### config.mk
export PLATFORM = sky130hd
export DESIGN_NAME = mips_multicycle_ctrl
export DESIGN_NICKNAME = d
export VERILOG_FILES = /design/src/rtl/mips_multicycle_ctrl.sv
export SDC_FILE = /design/constraint.sdc
export NUM_CORES = 1
export LEC_CHECK = 0
export BUFFER_PORTS_ARGS = -buffer_cell sky130_fd_sc_hd__buf_4
export CORE_UTILIZATION = 43
export CTS_CLUSTER_DIAMETER = 100
export DETAILED_ROUTE_END_ITERATION = 8
export PLACE_DENSITY = 0.74
export SLEW_MARGIN = 20
export SYNTH_ARGS = -nofsm -noshare
export SYNTH_HDL_FRONTEND = slang
export SYNTH_SLANG_ARGS = --single-unit
### constraint.sdc
create_clock -name clk -period 1.5 [get_ports clk]
set_input_delay 0.3 -clock clk [delete_from_list [all_inputs] [get_ports clk]]
set_output_delay 0.3 -clock clk [all_outputs]
set_load 0.02 [all_outputs]
### src/rtl/mips_multicycle_ctrl.sv
// rtl/mips_multicycle_ctrl.sv - main control FSM for the multicycle MIPS datapath
//
// Sequences FETCH / DECODE / execute / memory / write-back for each
// instruction and drives every datapath select and enable.
//
// Ports:
//   clk            system clock, rising edge
//   reset          synchronous, active-high
//   op             IR[31:26], valid from DECODE onward
//   mem_ready      memory completes the current read/write this cycle
//   pc_write       unconditional PC load
//   pc_write_cond  PC load if ALU zero (beq)
//   pc_src         00 ALU result, 01 ALUOut, 10 jump target
//   i_or_d         memory address: 0 PC, 1 ALUOut
//   mem_read       memory read request
//   mem_write      memory write request
//   ir_write       IR load
//   reg_dst        register destination: 0 rt, 1 rd
//   mem_to_reg     write-back source: 0 ALUOut, 1 MDR
//   reg_write      register file write enable
//   alu_src_a      ALU A: 0 PC, 1 rs
//   alu_src_b      ALU B: 00 rt, 01 const 4, 10 ext imm, 11 ext imm<<2
//   alu_op         00 add, 01 sub, 10 funct, 11 immediate-op
//   ext_op         immediate extender: 1 sign-extend, 0 zero-extend
//   illegal        one-cycle pulse on an unknown opcode / bad state
//   state          current state encoding (debug)
//
// Build option:
//   LOGIC_IMM_ZEXT_EN  when defined, andi/ori/xori zero-extend their
//                      immediate (ext_op=0 in LOGIEX); otherwise ext_op
//                      is 1 in every state.

module mips_multicycle_ctrl (
    input  logic       clk,
    input  logic       reset,
    input  logic [5:0] op,
    input  logic       mem_ready,
    output logic       pc_write,
    output logic       pc_write_cond,
    output logic [1:0] pc_src,
    output logic       i_or_d,
    output logic       mem_read,
    output logic       mem_write,
    output logic       ir_write,
    output logic       reg_dst,
    output logic       mem_to_reg,
    output logic       reg_write,
    output logic       alu_src_a,
    output logic [1:0] alu_src_b,
    output logic [1:0] alu_op,
    output logic       ext_op,
    output logic       illegal,
    output logic [3:0] state
);

    localparam logic [3:0] S_FETCH  = 4'd0;
    localparam logic [3:0] S_DECODE = 4'd1;
    localparam logic [3:0] S_MEMADR = 4'd2;
    localparam logic [3:0] S_MEMRD  = 4'd3;
    localparam logic [3:0] S_MEMWB  = 4'd4;
    localparam logic [3:0] S_MEMWR  = 4'd5;
    localparam logic [3:0] S_EXEC   = 4'd6;
    localparam logic [3:0] S_ALUWB  = 4'd7;
    localparam logic [3:0] S_BRANCH = 4'd8;
    localparam logic [3:0] S_ADDIEX = 4'd9;
    localparam logic [3:0] S_IWB    = 4'd10;
    localparam logic [3:0] S_JUMP   = 4'd11;
    localparam logic [3:0] S_LOGIEX = 4'd12;

    localparam logic [5:0] OP_RTYPE = 6'b000000;
    localparam logic [5:0] OP_J     = 6'b000010;
    localparam logic [5:0] OP_BEQ   = 6'b000100;
    localparam logic [5:0] OP_ADDI  = 6'b001000;
    localparam logic [5:0] OP_SLTI  = 6'b001010;
    localparam logic [5:0] OP_ANDI  = 6'b001100;
    localparam logic [5:0] OP_ORI   = 6'b001101;
    localparam logic [5:0] OP_XORI  = 6'b001110;
    localparam logic [5:0] OP_LW    = 6'b100011;
    localparam logic [5:0] OP_SW    = 6'b101011;

    logic [3:0] cur_state;
    logic [3:0] next_state;
    logic [3:0] out_state;
    logic       op_legal;

    // Raw (ungated) enables from the state decode.
    logic raw_pc_write;
    logic raw_pc_write_cond;
    logic raw_ir_write;
    logic raw_reg_write;
    logic raw_mem_read;
    logic raw_mem_write;
    logic raw_illegal;

    assign state = cur_state;

    always_comb begin
        op_legal = 1'b0;
        case (op)
            OP_LW, OP_SW, OP_RTYPE, OP_BEQ, OP_J,
            OP_ADDI, OP_SLTI, OP_ANDI, OP_ORI, OP_XORI: op_legal = 1'b1;
            default:                                    op_legal = 1'b0;
        endcase
    end

    // Next-state logic.
    always_comb begin
        next_state = S_FETCH;
        case (cur_state)
            S_FETCH:  next_state = mem_ready ? S_DECODE : S_FETCH;
            S_DECODE: begin
                case (op)
                    OP_LW, OP_SW:             next_state = S_MEMADR;
                    OP_RTYPE:                 next_state = S_EXEC;
                    OP_BEQ:                   next_state = S_BRANCH;
                    OP_J:                     next_state = S_JUMP;
                    OP_ADDI, OP_SLTI:         next_state = S_ADDIEX;
                    OP_ANDI, OP_ORI, OP_XORI: next_state = S_LOGIEX;
                    default:                  next_state = S_FETCH;
                endcase
            end
            // IR is not reloaded until the next FETCH, so op is still valid here.
            S_MEMADR: next_state = (op == OP_LW) ? S_MEMRD : S_MEMWR;
            S_MEMRD:  next_state = mem_ready ? S_MEMWB : S_MEMRD;
            S_MEMWB:  next_state = S_FETCH;
            S_MEMWR:  next_state = mem_ready ? S_FETCH : S_MEMWR;
            S_EXEC:   next_state = S_ALUWB;
            S_ALUWB:  next_state = S_FETCH;
            S_BRANCH: next_state = S_FETCH;
            S_ADDIEX: next_state = S_IWB;
            S_IWB:    next_state = S_FETCH;
            S_JUMP:   next_state = S_FETCH;
            S_LOGIEX: next_state = S_IWB;
            default:  next_state = S_FETCH;
        endcase
    end

    always_ff @(posedge clk) begin
        if (reset) begin
            cur_state <= S_FETCH;
        end else begin
            cur_state <= next_state;
        end
    end

    // While reset is asserted the state register may not yet be FETCH, so
    // the mux selects are decoded as if it were; enables are gated below.
    assign out_state = reset ? S_FETCH : cur_state;

    always_comb begin
        raw_pc_write      = 1'b0;
        raw_pc_write_cond = 1'b0;
        raw_ir_write      = 1'b0;
        raw_reg_write     = 1'b0;
        raw_mem_read      = 1'b0;
        raw_mem_write     = 1'b0;
        raw_illegal       = 1'b0;
        pc_src            = 2'b00;
        i_or_d            = 1'b0;
        reg_dst           = 1'b0;
        mem_to_reg        = 1'b0;
        alu_src_a         = 1'b0;
        alu_src_b         = 2'b00;
        alu_op            = 2'b00;
        ext_op            = 1'b1;
        case (out_state)
            S_FETCH: begin
                raw_mem_read = 1'b1;
                // IR and PC load only on the cycle the read actually completes.
                raw_ir_write = mem_ready;
                raw_pc_write = mem_ready;
                alu_src_b    = 2'b01;
            end
            S_DECODE: begin
                // Branch target precompute: PC + (sext(imm) << 2).
                alu_src_b   = 2'b11;
                raw_illegal = ~op_legal;
            end
            S_MEMADR: begin
                alu_src_a = 1'b1;
                alu_src_b = 2'b10;
            end
            S_MEMRD: begin
                raw_mem_read = 1'b1;
                i_or_d       = 1'b1;
            end
            S_MEMWB: begin
                raw_reg_write = 1'b1;
                mem_to_reg    = 1'b1;
            end
            S_MEMWR: begin
                raw_mem_write = 1'b1;
                i_or_d        = 1'b1;
            end
            S_EXEC: begin
                alu_src_a = 1'b1;
                alu_op    = 2'b10;
            end
            S_ALUWB: begin
                raw_reg_write = 1'b1;
                reg_dst       = 1'b1;
            end
            S_BRANCH: begin
                alu_src_a         = 1'b1;
                alu_op            = 2'b01;
                raw_pc_write_cond = 1'b1;
                pc_src            = 2'b01;
            end
            S_ADDIEX: begin
                alu_src_a = 1'b1;
                alu_src_b = 2'b10;
                alu_op    = 2'b11;
            end
            S_IWB: begin
                raw_reg_write = 1'b1;
            end
            S_JUMP: begin
                raw_pc_write = 1'b1;
                pc_src       = 2'b10;
            end
            S_LOGIEX: begin
                alu_src_a = 1'b1;
                alu_src_b = 2'b10;
                alu_op    = 2'b11;
`ifdef LOGIC_IMM_ZEXT_EN
                ext_op    = 1'b0;
`else
                ext_op    = 1'b1;
`endif
            end
            default: begin
                // Encodings 13-15 are unreachable in normal operation.
                raw_illegal = 1'b1;
            end
        endcase
    end

    // Reset aborts any in-flight access: no request, load or write escapes.
    assign pc_write      = raw_pc_write      & ~reset;
    assign pc_write_cond = raw_pc_write_cond & ~reset;
    assign ir_write      = raw_ir_write      & ~reset;
    assign reg_write     = raw_reg_write     & ~reset;
    assign mem_read      = raw_mem_read      & ~reset;
    assign mem_write     = raw_mem_write     & ~reset;
    assign illegal       = raw_illegal       & ~reset;

endmodule

==> out/metrics.yaml, run 1 <==
clock_tree:
  cts_buffers: 3
  clk_pin_slew_ns: 0.04
  clock_sinks: 4
  cts_tree: "built"
  htreeDepth: 1
  cts_root_buf: "clkbuf_4"
  clk_latency_ns: 0.25
  cts_max_path_buffers: 2
timing:
  period_minus_slack_ns: 1.72
  hold_ws_ns: 0.408
  slew_viol_final: 0
  final.setup_skew_ns: 0.000562
  fin_ws_ns: -0.218
  hold_violations: 0
  setup_viol: 16
  min_period_over_period_pct: 115
  fin_tns_setup_ns: -1.72
  rsz0062_at_grt: "true"
  fmax_ghz: 0.582
worst_setup_path:
  critPathArrivalTime_ns: 1.42
  cp_max_fo: 6
  endpoint_kind: "primary output"
  crit_required_ns: 1.20
  critPathKind: "reg -> out"
  cp-start-kind: "flop"
global_routing:
  grt_max_degree: 11
  grt_antenna_before_repair: 0
  grt_pass1_wl_um: 4510
  grt_pass1_vias: 1002
  gr-total-overflow: 0
  grt_use_total_pct: 32.4
place:
  pre_cts_ws_ns: -0.128
  place_inst: 161
  gp_congestion: 0.805
  dpl-instance-area_um2: 1060
  placement.io_buffers: 29
  dpl.hpwl_um: 1800
yosys:
  synth_top_family_by_area: "simple AND/OR/NAND/NOR gates"
  yosys.cell_types.count: 38
  synth-simple-area-share_pct: 45.9
  syn_inst: 104
  netlist_area_um2: 673
  syn-mean-instance-area_um2: 6.47
  synth-seq-area-share_pct: 11.9
  ys_ff_latch: 4
  synth-compound-area-share_pct: 28.8
  synthMuxAreaShare_pct: 1.49
  syn-num-nets: 113
  synth_xor_area_share_pct: 2.60
  yosys.area_share.adder_pct: 0
  ys_warn_count: 0
route:
  wl_per_cell_um: 16.9
  vias_per_cell: 6.12
  ant_nets: 0
  drc: 0
  vias: 1009
  wl_um: 2780
  drtIter0Drc: 31
  drt_pass1_iterations: 4
flow_run:
  maxCapViolations: 0
die:
  io_pins: 31
  die_area_um2: 1730
  start_util_pct: 48.7
  rows: 13
  die_h_um: 41.6
  core_um2: 1380
  die_w_um: 41.6
final_layout:
  nFillCells: 73
  antenna_cells: 0
  drive_above_1_share_pct: 55.3
  stdcell_area_um2: 1230
  final_util_pct: 88.8
  syn_to_final_growth_pct: 82.3
  largest_reg_flops: 4
  layout.nets: 161
  stdcell_count: 165
power:
  clockPowerShare_pct: 31.1
  p_switching_mw: 0.169
  swShare_pct: 36.2
  cellPowerDensity_nw_per_um2: 380
  finalPower_mw: 0.467
  sequentialPowerShare_pct: 24.1
  combPwrFrac_pct: 44.8
  intPower_mw: 0.298
  ir_drop_mv: 0.290
  p_leak_nw: 0.540
min_path:
  hold_path_class: "in -> reg"
run_status:
  outcome: "finished with violations"
  violations: "negative setup slack"
[cell usage after synthesis]
library cell / number / area share, %
o21ai_0: 3 / 2.2
and2b_1: 1 / 1.1
inv_1: 3 / 1.7
o31a_1: 1 / 1.3
xor2_1: 2 / 2.6
nor2_1: 12 / 6.7
nand4b_1: 1 / 1.3
and3_1: 6 / 5.6
and4b_1: 1 / 1.5
a31oi_1: 3 / 2.8
nand3b_1: 1 / 1.1
a311oi_1: 2 / 2.6
a21o_1: 1 / 1.1
a22oi_1: 2 / 2.2
nand2_1: 7 / 3.9
o21a_1: 1 / 1.1
o211ai_1: 2 / 2.2
buf_2: 2 / 1.5
nor4_1: 3 / 2.8
buf_6: 1 / 1.7
nor4_2: 1 / 1.9
a21oi_1: 8 / 5.9
nand2b_1: 6 / 5.6
nand3_1: 2 / 1.5
or2_1: 2 / 1.9
or3_4: 1 / 1.7
o31ai_1: 3 / 3.3
a211oi_1: 1 / 1.1
dfxtp_1: 4 / 12
buf_4: 1 / 1.1
nor2b_1: 7 / 6.5
or4b_1: 1 / 1.5
conb_1: 1 / 0.56
nor3_1: 2 / 1.5
mux2i_1: 1 / 1.5
clkbuf_1: 5 / 2.8
o21ai_1: 2 / 1.5
a2bb2oi_1: 1 / 1.3
[final timing paths]
path,startpoint,endpoint,slack (ns),cells past startpoint
max,state[0],illegal,-0.22,4
min,op[4],state[1],0.41,4
max reg2reg,state[1],state[2],0.15,5
min reg2reg,state[3],state[1],0.66,3
[final cells by class]
| type | instances | area (µm²) | share of cell area [%] |
|---|---|---|---|
| clock buffer | 3 | 22.5 | 1.83 |
| inverter | 3 | 11.3 | 0.917 |
| multi-input combinational | 88 | 656 | 53.4 |
| timing repair buffer | 52 | 424 | 34.6 |
| sequential | 4 | 95.1 | 7.75 |
| tap | 15 | 18.8 | 1.53 |
[per-layer routing]
| layer | up-vias | global-route usage, % | share of wire, % |
|---|---|---|---|
| li1 | 468 | - | - |
| met1 | 485 | 39.6 | 40 |
| met2 | 50 | 55.0 | 54 |
| met3 | 6 | 6.09 | 4.8 |
| met4 | 0 | 13.5 | 1.4 |
| met5 | - | 0 | 0 |
[critical path, stage by stage, from the launching register on]
cell and delay (ns):
dfxtp_4 0.37, o211ai_1 0.35, o31a_1 0.25, a311oi_4 0.05
buf_6 0.16
[timing repair]
item / 4_1_cts / 5_1_grt
endpoints found under the setup margin: 15 / 17
setup buffers: 1 / 0
hold buffers: 0 / 0
pin swaps: 2 / 4
gates resized for setup: 22 / 10
[power groups by stage]
| stage | Clock [mW] | Combinational [mW] | Sequential, mW |
|---|---|---|---|
| 2_1_floorplan | 0 | 0.0970 | 0.118 |
| 3_3_place_gp | 0 | 0.178 | 0.117 |
| 3_5_place_dp | 0 | 0.183 | 0.117 |
| 4_1_cts | 0.146 | 0.196 | 0.111 |
| 5_1_grt | 0.158 | 0.223 | 0.113 |
| 6_report | 0.145 | 0.209 | 0.113 |
[logic make-up (layout without fill, tap and decap cells)]
family / after synthesis / after routing
xor gates and xnor gates: 2 / 2
buffers and inverters: 12 / 58
muxes: 1 / 1
and+or+nand+nor: 54 / 54
AOI/OAI and AO/OA: 30 / 30
other: 1 / 1
DFF: 4 / 4
[cell usage in the layout (no fill, tap or decap), types with 2 or more instances in the layout]
master	count
inv_1	3
clkbuf_4	3
and3_1	4
nor2b_1	3
or2_4	2
nand3_1	2
and3_4	2
o21ai_1	2
nor2b_2	2
nand2b_4	2
buf_6	9
dfxtp_4	4
nor2_2	5
o21ai_0	3
buf_4	43
a21oi_1	7
nand2_1	7
a31oi_1	2
nor4_1	3
o211ai_1	2
nor2_1	7
o31ai_1	2
nand2b_1	4
nor2b_4	2
Note: power is estimated with default switching activity, not from simulation.
==> inputs of run 2 (changes only) <==
--- a/config.mk
+++ b/config.mk
@@ -5,11 +5,10 @@
 export SDC_FILE = /design/constraint.sdc
 export NUM_CORES = 1
 export LEC_CHECK = 0
-export BUFFER_PORTS_ARGS = -buffer_cell sky130_fd_sc_hd__buf_4
 export CORE_UTILIZATION = 43
 export CTS_CLUSTER_DIAMETER = 100
 export DETAILED_ROUTE_END_ITERATION = 8
-export PLACE_DENSITY = 0.74
+export DONT_BUFFER_PORTS = 1
 export SLEW_MARGIN = 20
 export SYNTH_ARGS = -nofsm -noshare
 export SYNTH_HDL_FRONTEND = slang
==> out/metrics.yaml, run 2 (synthesis results as in run 1) <==
timing:
  fin_tns_setup_ns: -0.850  # +0.874 ns
  period_minus_slack_ns: 1.71  # -0.00797 ns
  fmax_ghz: 0.585  # +0.47%
  slew_viol_final: 0  # unchanged
  hold_violations: 0  # unchanged
  rsz0062_at_grt: "true"
  fin_ws_ns: -0.210  # +0.00797 ns
  final.setup_skew_ns: 0.00256  # +0.00200 ns
  hold_ws_ns: 0.128  # -0.280 ns
  setup_viol: 9  # -7
  min_period_over_period_pct: 114  # -0.53 points
worst_setup_path:
  crit_required_ns: 1.20  # about the same
  cp_max_fo: 7  # +1
  critPathKind: "reg -> out"
  endpoint_kind: "primary output"
  cp-start-kind: "flop"
  critPathArrivalTime_ns: 1.41  # about the same
global_routing:
  gr-total-overflow: 0  # unchanged
  grt_use_total_pct: 21.8  # -11 points
  grt_antenna_before_repair: 0  # unchanged
  grt_pass1_vias: 700  # -30%
  grt_max_degree: 19  # +8
  grt_pass1_wl_um: 3040  # -33%
final_layout:
  largest_reg_flops: 4  # unchanged
  syn_to_final_growth_pct: 49.8
  drive_above_1_share_pct: 42.9  # -12 points
  layout_common_cells: "buf_4, nor2_1, nand2_1, a21oi_1, nor2b_1"
  stdcell_area_um2: 1010  # -18%
  antenna_cells: 0  # unchanged
  layout.nets: 137  # -15%
  final_util_pct: 72.9  # -16 points
  final_common_cell: "buf_4"
route:
  ant_nets: 0  # unchanged
  drc: 0  # unchanged
  drtIter0Drc: 19  # -39%
  drt_pass1_iterations: 4  # unchanged
  wl_per_cell_um: 14.7  # -13%
  vias_per_cell: 6.13  # +0.32%
  wl_um: 2080  # -25%
  vias: 865  # -14%
die:
  core_um2: 1380  # unchanged
  die_h_um: 41.6  # unchanged
  die_w_um: 41.6  # unchanged
  io_pins: 31  # unchanged
  rows: 13  # unchanged
  die_area_um2: 1730  # unchanged
  start_util_pct: 48.7  # unchanged
clock_tree:
  cts_root_buf: "clkbuf_4"
  cts_tree: "built"
  htreeDepth: 1  # unchanged
  clk_latency_ns: 0.23  # -0.02 ns
  clk_pin_slew_ns: 0.04  # about the same
  cts_buffers: 3  # unchanged
  cts_max_path_buffers: 2  # unchanged
  clock_sinks: 4  # unchanged
place:
  pre_cts_ws_ns: -0.0218  # +0.106 ns
  placement.io_buffers: 0  # -100%
  dpl.hpwl_um: 1380  # -23%
  dpl-instance-area_um2: 840  # -21%
  gp_congestion: 0.810  # +0.66%
flow_run:
  maxCapViolations: 0  # unchanged
power:
  ir_drop_mv: 0.218  # -25%
  p_leak_nw: 0.416  # -23%
  cellPowerDensity_nw_per_um2: 379  # -0.50%
min_path:
  hold_path_class: "in -> reg"
run_status:
  outcome: "finished with violations"
  violations: "negative setup slack"
run 2: cell count changes in the layout (fill, tap and decap cells not counted), sizes merged:
| cell | previous run | this run |
|---|---|---|
| buf | 52 | 28 |
run 2: power by group:
group	leakage [nW]	internal, mW	total [mW]	switching, mW
combinational	0.367	0.0655	0.132	0.0660
sequential	0.0355	0.105	0.115	0.00974
clock	0.0138	0.0897	0.136	0.0460
total	0.416	0.260	0.382	0.122
run 2: layer usage:
layer	wire length (µm)	global-route usage [%]	share of wire, %
met1	935	29.9	45
met4	7	10.3	0.34
met5	0	0	0
met3	112	4.78	5.4
met2	1020	31.9	49
run 2: final timing paths:
check / startpoint / to / slack [ns] / cells past startpoint
max: state[1] / illegal / -0.21 / 3
min: reset / state[0] / 0.13 / 1
max reg2reg: state[1] / state[1] / 0.03 / 7
min reg2reg: state[3] / state[3] / 0.58 / 2
run 2: cell type report:
class                   count  area (µm²)
multi-input cells          88         624
fillers                   113         374
repair buffers             28         236
flip-flops and latches      4        95.1
clock buffers               3        22.5
well taps                  15        18.8
inverters                   3        11.3
run 2: through the flow:
stage	instances	total power, mW
after floorplan	104	0.215
after global placement	131	0.229
after detailed placement	131	0.230
after CTS	135	0.372
after global routing	141	0.407
final	141	0.382
run 2: critical path: stages (launching register included):
cell	delay, ns
dfxtp_4	0.37
nand2b_4	0.15
o31a_1	0.26
a311oi_4	0.39
run 2: what timing repair did:
action                                  in CTS  in global routing
buffers inserted                             1                  6
resized for setup                           11                 16
hold endpoints to repair                     0                  0
endpoints found under the setup margin      11                 14
pin swaps                                    3                  5
hold buffers                                 0                  0
==> inputs of run 3 (changes only) <==
--- a/config.mk
+++ b/config.mk
@@ -9,6 +9,7 @@
 export CTS_CLUSTER_DIAMETER = 100
 export DETAILED_ROUTE_END_ITERATION = 8
 export DONT_BUFFER_PORTS = 1
+export PLACE_DENSITY = 0.58
 export SLEW_MARGIN = 20
 export SYNTH_ARGS = -nofsm -noshare
 export SYNTH_HDL_FRONTEND = slang
==> out/metrics.yaml, run 3 (synthesis results as in run 1) <==
run_status:
  outcome: "finished with violations"
  violations: "negative setup slack"
route:
  drc: 0  # unchanged
  wl_per_cell_um: 18.3  # +24%
  drtIter0Drc: 46  # +27
  ant_nets: 0  # unchanged
  wl_um: 2690  # +30%
  vias: 962  # +11%
  vias_per_cell: 6.54  # +6.7%
  drt_pass1_iterations: 4  # unchanged
worst_setup_path:
  crit_required_ns: 1.20  # about the same
  cp-endpoint: "alu_src_a"
  cp-start-kind: "flop"
  endpoint_kind: "primary output"
  path_cells: "buf_4, buf_8, nand2_1, nand3b_1, a21oi_2, buf_4"
  critPathKind: "reg -> out"
  critPathArrivalTime_ns: 1.39  # -0.02 ns
  r2r-end: "state[1]"
  cpPeakStageDelay_ns: 0.37  # -0.02 ns
  cp_common_cell: "buf_4"
  cp_max_fo: 10  # +3
  cpMaxStageDelayCell: "dfxtp_4"
  reg2reg_depth: 6  # -1
  r2r-start: "state[0]"
  startpoint: "state[2]"
  rrSetupSlack_ns: 0.04  # about the same
global_routing:
  grt_use_total_pct: 23.1  # +1.4 points
  grt_max_degree: 12  # -7
  grt_antenna_before_repair: 0  # unchanged
  grt_pass1_vias: 749  # +7.0%
  gr-total-overflow: 0  # unchanged
  grt_pass1_wl_um: 3210  # +5.5%
timing:
  hold_violations: 0  # unchanged
  slew_viol_final: 0  # unchanged
  fin_ws_ns: -0.194  # +0.0157 ns
  hold_ws_ns: 0.137  # +0.00893 ns
  final.setup_skew_ns: 0.00673  # +0.00416 ns
  period_minus_slack_ns: 1.69  # -0.0157 ns
  fin_tns_setup_ns: -1.50  # -0.651 ns
  min_period_over_period_pct: 113  # -1.0 points
  fmax_ghz: 0.590  # +0.93%
  setup_viol: 15  # +6
  rsz0062_at_grt: "true"
die:
  rows: 13  # unchanged
  die_h_um: 41.6  # unchanged
  start_util_pct: 48.7  # unchanged
  die_area_um2: 1730  # unchanged
  core_um2: 1380  # unchanged
  io_pins: 31  # unchanged
  die_w_um: 41.6  # unchanged
final_layout:
  final_util_pct: 83.8  # +11 points
  syn_to_final_growth_pct: 72.1
  nFillCells: 90  # -20%
  stdcell_count: 147  # +4.3%
  regArea_um2: 95.1  # unchanged
  multi_input_area_um2: 718  # +15%
  drive_above_1_share_pct: 54.5  # +12 points
  antenna_cells: 0  # unchanged
  final_common_cell: "buf_4"
  layout_common_cells: "buf_4, buf_6, nand2_1, a21oi_1, nor2_1"
  largest_reg_flops: 4  # unchanged
  layout.nets: 143  # +4.4%
place:
  dpl.hpwl_um: 1390  # +0.80%
  place_inst: 132  # +0.76%
  placement.io_buffers: 0  # unchanged
  gp_congestion: 0.796  # -1.8%
clock_tree:
  cts_root_buf: "clkbuf_4"
  cts_max_path_buffers: 2  # unchanged
  clk_pin_slew_ns: 0.05  # about the same
  cts_tree: "built"
  clock_sinks: 4  # unchanged
  cts_buffers: 3  # unchanged
  clk_latency_ns: 0.25  # +0.02 ns
  htreeDepth: 1  # unchanged
  cts_hold_buf: 0  # unchanged
flow_run:
  maxCapViolations: 0  # unchanged
power:
  cellPowerDensity_nw_per_um2: 361  # -4.6%
  finalPower_mw: 0.418  # +9.6%
  p_leak_nw: 0.472  # +13%
  ir_drop_mv: 0.204  # -6.4%
min_path:
  min_path_cells: 1  # unchanged
  hold_path_class: "in -> reg"
## run 3: cell count changes in the layout (fill, tap and decap cells not counted), sizes merged
cell / change
buf: +6
## run 3: worst min path at each step
stage | from | to | slack [ns]
after floorplan | op[4] | state[1] | 0.49
after global placement | reset | state[0] | 0.37
after detailed placement | reset | state[0] | 0.37
after CTS | reset | state[0] | 0.12
after global routing | reset | state[0] | 0.13
final | reset | state[3] | 0.14
## run 3: routing by layer
layer / global-route usage, % / wire [µm]
met5: 0 / 0
met4: 10.3 / 163
met3: 2.61 / 186
met2: 36.6 / 1330
met1: 31.3 / 1010
## run 3: layout make-up
cell class	count	share of cell area, %
multi-input combinational	88	62.0
tap	15	1.62
timing repair buffer	34	25.3
inverter	3	0.972
clock buffer	3	1.94
sequential	4	8.21
## run 3: power breakdown
part / switching, mW / internal [mW] / total, mW / leakage [nW]
Clock: 0.0557 / 0.0903 / 0.146 / 0.0138
Combinational: 0.0824 / 0.0776 / 0.160 / 0.423
Sequential: 0.00768 / 0.105 / 0.112 / 0.0355
Total: 0.146 / 0.273 / 0.418 / 0.472
## run 3: critical path, delay by kind of cell (launching register included)
family | cells | cell delay, ns
buffers and inverters | 3 | 0.42
DFF | 1 | 0.37
and+or+nand+nor | 2 | 0.17
AOI/OAI and AO/OA | 1 | 0.17
## run 3: what timing repair did
item,in CTS,in global routing
resized for setup,17,35
hold endpoints to repair,0,0
setup endpoints to repair,12,17
buffers inserted,5,8
pin swaps,7,9
## run 3: through the flow
step | setup slack, ns | instance area (µm²)
floorplan | -0.0422 | 714
global placement | 0.0765 | 847
detailed placement | 0.0423 | 847
CTS | -0.190 | 966
global route | -0.224 | 1160
finish | -0.194 | 1160
